### src/rtl/dma_arb_pkg.sv
// Shared types and helpers for the DMA channel arbiter.
// State encoding for each arbiter side, plus a constant-foldable ceil(log2).
package dma_arb_pkg;

    typedef enum logic [1:0] {ARB_IDLE, ARB_GRANT, ARB_BUSY} arb_state_t;

    function automatic int clog2(input int value);
        int r;
        r = 0;
        for (int v = value - 1; v > 0; v = v >> 1) begin
            r++;
        end
        return r;
    endfunction

endpackage

### src/rtl/rr_arbiter.sv
// One arbiter side: round-robin pick of req&ch_enable, held per burst, with watchdog.
// Latency: 1 cycle from eligible request to grant; zero-bubble regrant on done.
// Backpressure: grant held until start/done handshakes; dropped request before start withdraws it.
module rr_arbiter
    import dma_arb_pkg::*;
#(
    parameter int N         = 4,
    parameter int C_TIMEOUT = 1024,
    localparam int PW       = clog2(N),
    localparam int CH_W     = PW + 1
) (
    input  logic            clk,
    input  logic            rst,
    input  logic [N-1:0]    ch_enable,
    input  logic [N-1:0]    req,
    input  logic            start,
    input  logic            done,
    output logic            grant_valid,
    output logic [CH_W-1:0] active_channel,
    output logic            timeout
);

    localparam int            TW       = clog2(C_TIMEOUT + 1) + 1;
    localparam logic [TW-1:0] WD_LIMIT = TW'((C_TIMEOUT >= 2) ? C_TIMEOUT - 2 : 0);
    localparam logic [PW-1:0] LAST_IDX = PW'(N - 1);

    arb_state_t    state;
    logic [PW-1:0] ptr;
    logic [PW-1:0] ch;
    logic [PW-1:0] ch_adv;
    logic [TW-1:0] wd_cnt;
    logic [N-1:0]  elig;
    logic [PW:0]   pick_cur;
    logic [PW:0]   pick_adv;
    logic          expire;

    // Returns {found, index} of the first set bit at or after start_idx, wrapping.
    function automatic logic [PW:0] rr_pick(input logic [N-1:0] mask, input logic [PW-1:0] start_idx);
        logic [PW:0] res;
        int          idx;
        res = '0;
        for (int k = N - 1; k >= 0; k--) begin
            idx = int'(start_idx) + k;
            if (idx >= N) idx = idx - N;
            if (mask[PW'(idx)]) res = {1'b1, PW'(idx)};
        end
        return res;
    endfunction

    assign elig           = req & ch_enable;
    assign ch_adv         = (ch == LAST_IDX) ? '0 : ch + 1'b1;
    assign pick_cur       = rr_pick(elig, ptr);
    assign pick_adv       = rr_pick(elig, ch_adv);
    // wd_cnt is 0 in the first granted cycle, so the grant lives at most C_TIMEOUT-1 cycles
    assign expire         = (C_TIMEOUT > 0) && (wd_cnt >= WD_LIMIT);
    assign active_channel = {1'b0, ch};

    always_ff @(posedge clk) begin
        if (rst) begin
            state       <= ARB_IDLE;
            ptr         <= '0;
            ch          <= '0;
            grant_valid <= 1'b0;
            timeout     <= 1'b0;
            wd_cnt      <= '0;
        end else begin
            timeout <= 1'b0;
            case (state)
                ARB_IDLE: begin
                    if (pick_cur[PW]) begin
                        state       <= ARB_GRANT;
                        ch          <= pick_cur[PW-1:0];
                        grant_valid <= 1'b1;
                        wd_cnt      <= '0;
                    end
                end
                ARB_GRANT: begin
                    if (expire) begin
                        state       <= ARB_IDLE;
                        grant_valid <= 1'b0;
                        timeout     <= 1'b1;
                        ptr         <= ch_adv;
                    end else if (start) begin
                        state  <= ARB_BUSY;
                        wd_cnt <= wd_cnt + TW'(1);
                    end else if (!elig[ch]) begin
                        state       <= ARB_IDLE;
                        grant_valid <= 1'b0;
                    end else begin
                        wd_cnt <= wd_cnt + TW'(1);
                    end
                end
                ARB_BUSY: begin
                    if (done) begin
                        ptr <= ch_adv;
                        if (pick_adv[PW]) begin
                            state  <= ARB_GRANT;
                            ch     <= pick_adv[PW-1:0];
                            wd_cnt <= '0;
                        end else begin
                            state       <= ARB_IDLE;
                            grant_valid <= 1'b0;
                        end
                    end else if (expire) begin
                        state       <= ARB_IDLE;
                        grant_valid <= 1'b0;
                        timeout     <= 1'b1;
                        ptr         <= ch_adv;
                    end else begin
                        wd_cnt <= wd_cnt + TW'(1);
                    end
                end
                default: begin
                    state       <= ARB_IDLE;
                    grant_valid <= 1'b0;
                end
            endcase
        end
    end

endmodule

### src/rtl/dma_channel_arbiter.sv
// Round-robin owner selection for the shared AXI read and write engines; sides are independent.
// Latency: 1 cycle request-to-grant, back-to-back regrant on burst completion.
// Backpressure: each grant is held until the engine finishes its burst or the watchdog fires.
module dma_channel_arbiter
    import dma_arb_pkg::*;
#(
    parameter int  C_M_NUM_CHANNELS = 4,
    parameter int  C_TIMEOUT        = 1024,
    localparam int CH_W             = clog2(C_M_NUM_CHANNELS) + 1
) (
    input  logic                        clk,
    input  logic                        rst,
    input  logic [C_M_NUM_CHANNELS-1:0] ch_enable,
    input  logic [C_M_NUM_CHANNELS-1:0] r_req,
    input  logic [C_M_NUM_CHANNELS-1:0] w_req,
    input  logic                        r_start,
    input  logic                        r_done,
    input  logic                        w_start,
    input  logic                        w_done,
    output logic                        r_grant_valid,
    output logic                        w_grant_valid,
    output logic [CH_W-1:0]             r_active_channel,
    output logic [CH_W-1:0]             w_active_channel,
    output logic                        r_timeout,
    output logic                        w_timeout
);

    rr_arbiter #(
        .N         (C_M_NUM_CHANNELS),
        .C_TIMEOUT (C_TIMEOUT)
    ) u_rd_arb (
        .clk            (clk),
        .rst            (rst),
        .ch_enable      (ch_enable),
        .req            (r_req),
        .start          (r_start),
        .done           (r_done),
        .grant_valid    (r_grant_valid),
        .active_channel (r_active_channel),
        .timeout        (r_timeout)
    );

    rr_arbiter #(
        .N         (C_M_NUM_CHANNELS),
        .C_TIMEOUT (C_TIMEOUT)
    ) u_wr_arb (
        .clk            (clk),
        .rst            (rst),
        .ch_enable      (ch_enable),
        .req            (w_req),
        .start          (w_start),
        .done           (w_done),
        .grant_valid    (w_grant_valid),
        .active_channel (w_active_channel),
        .timeout        (w_timeout)
    );

endmodule

### config.mk
export PLATFORM = sky130hd
export DESIGN_NAME = dma_channel_arbiter
export DESIGN_NICKNAME = d
export VERILOG_FILES = /design/src/rtl/dma_arb_pkg.sv /design/src/rtl/rr_arbiter.sv /design/src/rtl/dma_channel_arbiter.sv
export SDC_FILE = /design/constraint.sdc
export NUM_CORES = 1
export LEC_CHECK = 0
export BUFFER_PORTS_ARGS = -buffer_cell sky130_fd_sc_hd__buf_2
export CORE_MARGIN = 2
export CORE_UTILIZATION = 53
export CTS_CLUSTER_SIZE = 8
export DETAILED_ROUTE_END_ITERATION = 16
export PLACE_DENSITY = 0.73
export SLEW_MARGIN = 20
export SYNTH_ARGS = -nofsm -noshare
export SYNTH_HDL_FRONTEND = slang
export SYNTH_HIERARCHICAL = 1
export SYNTH_SLANG_ARGS = --single-unit
export TNS_END_PERCENT = 100
### constraint.sdc
create_clock -name clk -period 5 [get_ports clk]
set_clock_uncertainty 0.05 [all_clocks]
set_input_delay 0.75 -clock clk [delete_from_list [all_inputs] [get_ports clk]]
set_output_delay 0.75 -clock clk [all_outputs]
set_load 0.1 [all_outputs]
==> results.yml <==
status:
  status: "finished, final reports clean"
layout:
  drive_above_1_share_pct: 12.9
  diodes: 0
  nFillCells: 481
  area_growth_pct: 7.72
  fin_util_pct: 59.5
  nNetsFinal: 406
global_route:
  track_usage_pct: 22.1
  antenna_found_initial: 0
  grt-ovfl-total: 0
  grt_pass1_wl_um: 10900
  grt_pass1_vias: 2458
  grt_max_degree: 53
pwr:
  sequentialPowerShare_pct: 33.5
  power.internal_uw: 610
  pwr-share-clk_pct: 17.3
  switchingPower_uw: 502
  swShare_pct: 45.2
  powerDensity_nw_per_um2: 364
  comb_power_share_pct: 49.2
  ir_drop_mv: 0.259
  p_leak_nw: 1.10
  p_total_mw: 1.11
drt:
  ant_nets: 0
  wl_per_cell_um: 14.8
  dr_wl_met2_um: 2980
  top_layer: "met4"
  dr_wl_met3_um: 249
  drt_iter0_drc: 291
  met1Wirelength_um: 3220
  dr.pass1.iters: 5
  vias: 2759
  via_per_inst: 6.24
  wl_um: 6530
  drc: 0
setup_path:
  worst_ep_required_time_ns: 5.15
  path_delay_family: "compound AO/OA/AOI/OAI gates"
  crit_type: "input port to flip-flop"
  cp_slowest_cell: "mux4_2"
  critPathArrivalTime_ns: 2.57
  path_max_fanout: 11
  crit_buf_inv: 1
  critPathCaptureType: "flip-flop"
  critPathLaunchType: "input port"
  worstPathCellList: "buf_2 -> nand2_1 -> mux4_2 -> a21o_1 -> a2111o_1 -> a221oi_2"
  critPathMaxStageDelay_ns: 0.56
sta:
  finalSetupViolations: 0
  holdWs_ns: 0.402
  tns_ns: 0
  worst_slew_pin_slew_ns: 0.938
  fmax_mhz: 414
  hold_viol: 0
  max-slew-margin-rel_pct: 37.5
  min_period_ns: 2.41
  drv_slew: 0
  rsz0062_at_grt: "false"
  final.period_utilization_pct: 48.3
clock_tree:
  cts_max_level: 2
  path_clk_slew_ns: 0.07
  cts_setup_buffers: 0
  cts_sinks: 40
  post_cts_resized: 0
  clk_latency_ns: 0.29
  cts_max_path_buffers: 2
  clockRootBuffer: "clkbuf_8"
  cts_tree: "built"
  hold_buffers: 0
  cts_buffers: 5
synthesis:
  yosys_most_used_dff: "dfxtp_1"
  synthDistinctLibCells: 51
  ys_ff_latch: 40
  avgSynthCellArea_um2: 8.02
  synth-edff-count: 0
  synth-async-reset-ratio_pct: 0
  yosys_warnings: 6
  syn_inst: 354
  synthesis.nets: 386
  syn_area_um2: 2840
  yosysSeqAreaShare_pct: 28.2
place:
  place.gp.congestion: 0.888
  dpl.hpwl_um: 4720
  port_buffers: 25
hold_path:
  hp-class: "flip-flop to flip-flop"
die:
  core_area_um2: 5140
  initial_utilization_pct: 55.2
  die_w_um: 77.2
  num_rows: 26
  ios: 28
  dieArea_um2: 5960
  die_h_um: 77.2
run:
  cap_violations: 0
[layout make-up]
type	instances	area (um2)	share of cell area [%]
multi-input combinational	276	1870	61.2
sequential	40	801	26.2
timing repair buffer	27	140	4.58
inverter	24	90.1	2.95
tap	70	87.6	2.87
clock buffer	5	68.8	2.25
[sequential cells by signal, summed over array words and instances (netlist names)]
signal,cells
u_wr_arb/wd_cnt,12
u_wr_arb/state,2
u_wr_arb/grant_valid,1
u_wr_arb/ptr,2
u_rd_arb/wd_cnt,12
u_wr_arb/ch,2
u_rd_arb/grant_valid,1
u_wr_arb/timeout,1
u_rd_arb/ptr,2
u_rd_arb/state,2
u_rd_arb/ch,2
u_rd_arb/timeout,1
[cells in the mapped netlist, drive strengths merged (4+ instances only)]
cell,number,area (um2)
dfxtp,40,801
nand2,30,123
a21oi,28,140
nor2,28,105
inv,24,90.1
o21ai,24,120
ha,14,175
nand3,14,70.1
o32ai,14,123
nand2b,12,75.1
a221oi,10,100
and2,10,62.6
clkbuf,8,30.0
a21o,6,45.0
buf,6,47.5
mux2i,6,60.1
o221ai,6,52.6
o22ai,6,37.5
o31ai,6,55.1
a2111o,4,45.0
a22oi,4,30.0
a311oi,4,47.6
nand4,4,25.0
nor3,4,20.0
[cell usage in the layout (no fill, tap or decap), types with 4 or more instances in the layout]
master    netlist  routed
a22oi_1         4       4
nand2_2         4       4
mux2i_1         6       6
ha_1           14      14
nand2b_1       12      12
nand3_1        14      14
o31ai_1         4       4
dfxtp_1        40      40
nor3_1          4       4
a21o_1          6       6
and2_1         10      10
nand2_1        26      26
o221ai_1        6       6
o22ai_1         6       6
clkbuf_8        0       5
nand4_1         4       4
buf_2           2      25
inv_1          24      24
nor2_1         28      28
a2111o_1        4       4
o21ai_0        24      24
o32ai_1        14      14
a21oi_1        28      28
a221oi_1        8       8
[power by group through the flow]
stage / combinational [mW] / clock [mW] / sequential, mW
floorplan: 0.333 / 0 / 0.492
global placement: 0.536 / 0 / 0.379
detailed placement: 0.538 / 0 / 0.380
CTS: 0.541 / 0.199 / 0.373
global route: 0.598 / 0.214 / 0.377
finish: 0.547 / 0.193 / 0.372
[cell families after synthesis]
family | count (synthesis) | share of synthesized area (%)
fa+ha+maj | 14 | 6.17
simple gates | 118 | 21.2
flops | 40 | 28.2
other cells | 2 | 0.265
compound gates | 132 | 33.8
mux | 10 | 4.50
buf+inv | 38 | 5.91
[worst paths after layout]
| path | start | endpoint | slack [ns] | cells past startpoint |
|---|---|---|---|---|
| worst min register to register | u_rd_arb/wd_cnt[11] | u_rd_arb/wd_cnt[11] | 0.40 | 2 |
| worst min-delay path | u_rd_arb/wd_cnt[11] | u_rd_arb/wd_cnt[11] | 0.40 | 2 |
| worst max-delay path | ch_enable[3] | u_rd_arb/wd_cnt[9] | 2.59 | 6 |
| worst max register to register | u_rd_arb/state[0] | u_rd_arb/wd_cnt[7] | 2.67 | 7 |
[per-stage QoR]
step	instances	setup slack (ns)	area, um2
6_report	442	2.59	3060
5_1_grt	442	2.52	3060
4_1_cts	442	2.62	3060
3_5_place_dp	437	2.33	2990
3_3_place_gp	437	2.38	2990
2_1_floorplan	354	2.40	2840
[worst reg2reg max path: stages, from the launching register on]
cell and delay, ns:
dfxtp_1 0.37, inv_1 0.09, ha_1 0.30, a21o_1 0.23, a41o_1 0.34, a311oi_2 0.31
nand2_1 0.25, o32ai_1 0.31
[per-layer routing]
layer	vias to the layer above	global-route usage [%]
met5	-	0
met1	1285	29.7
met2	79	35.8
met4	0	6.79
li1	1388	-
met3	7	4.24
Power figures use the tool's default switching activity.
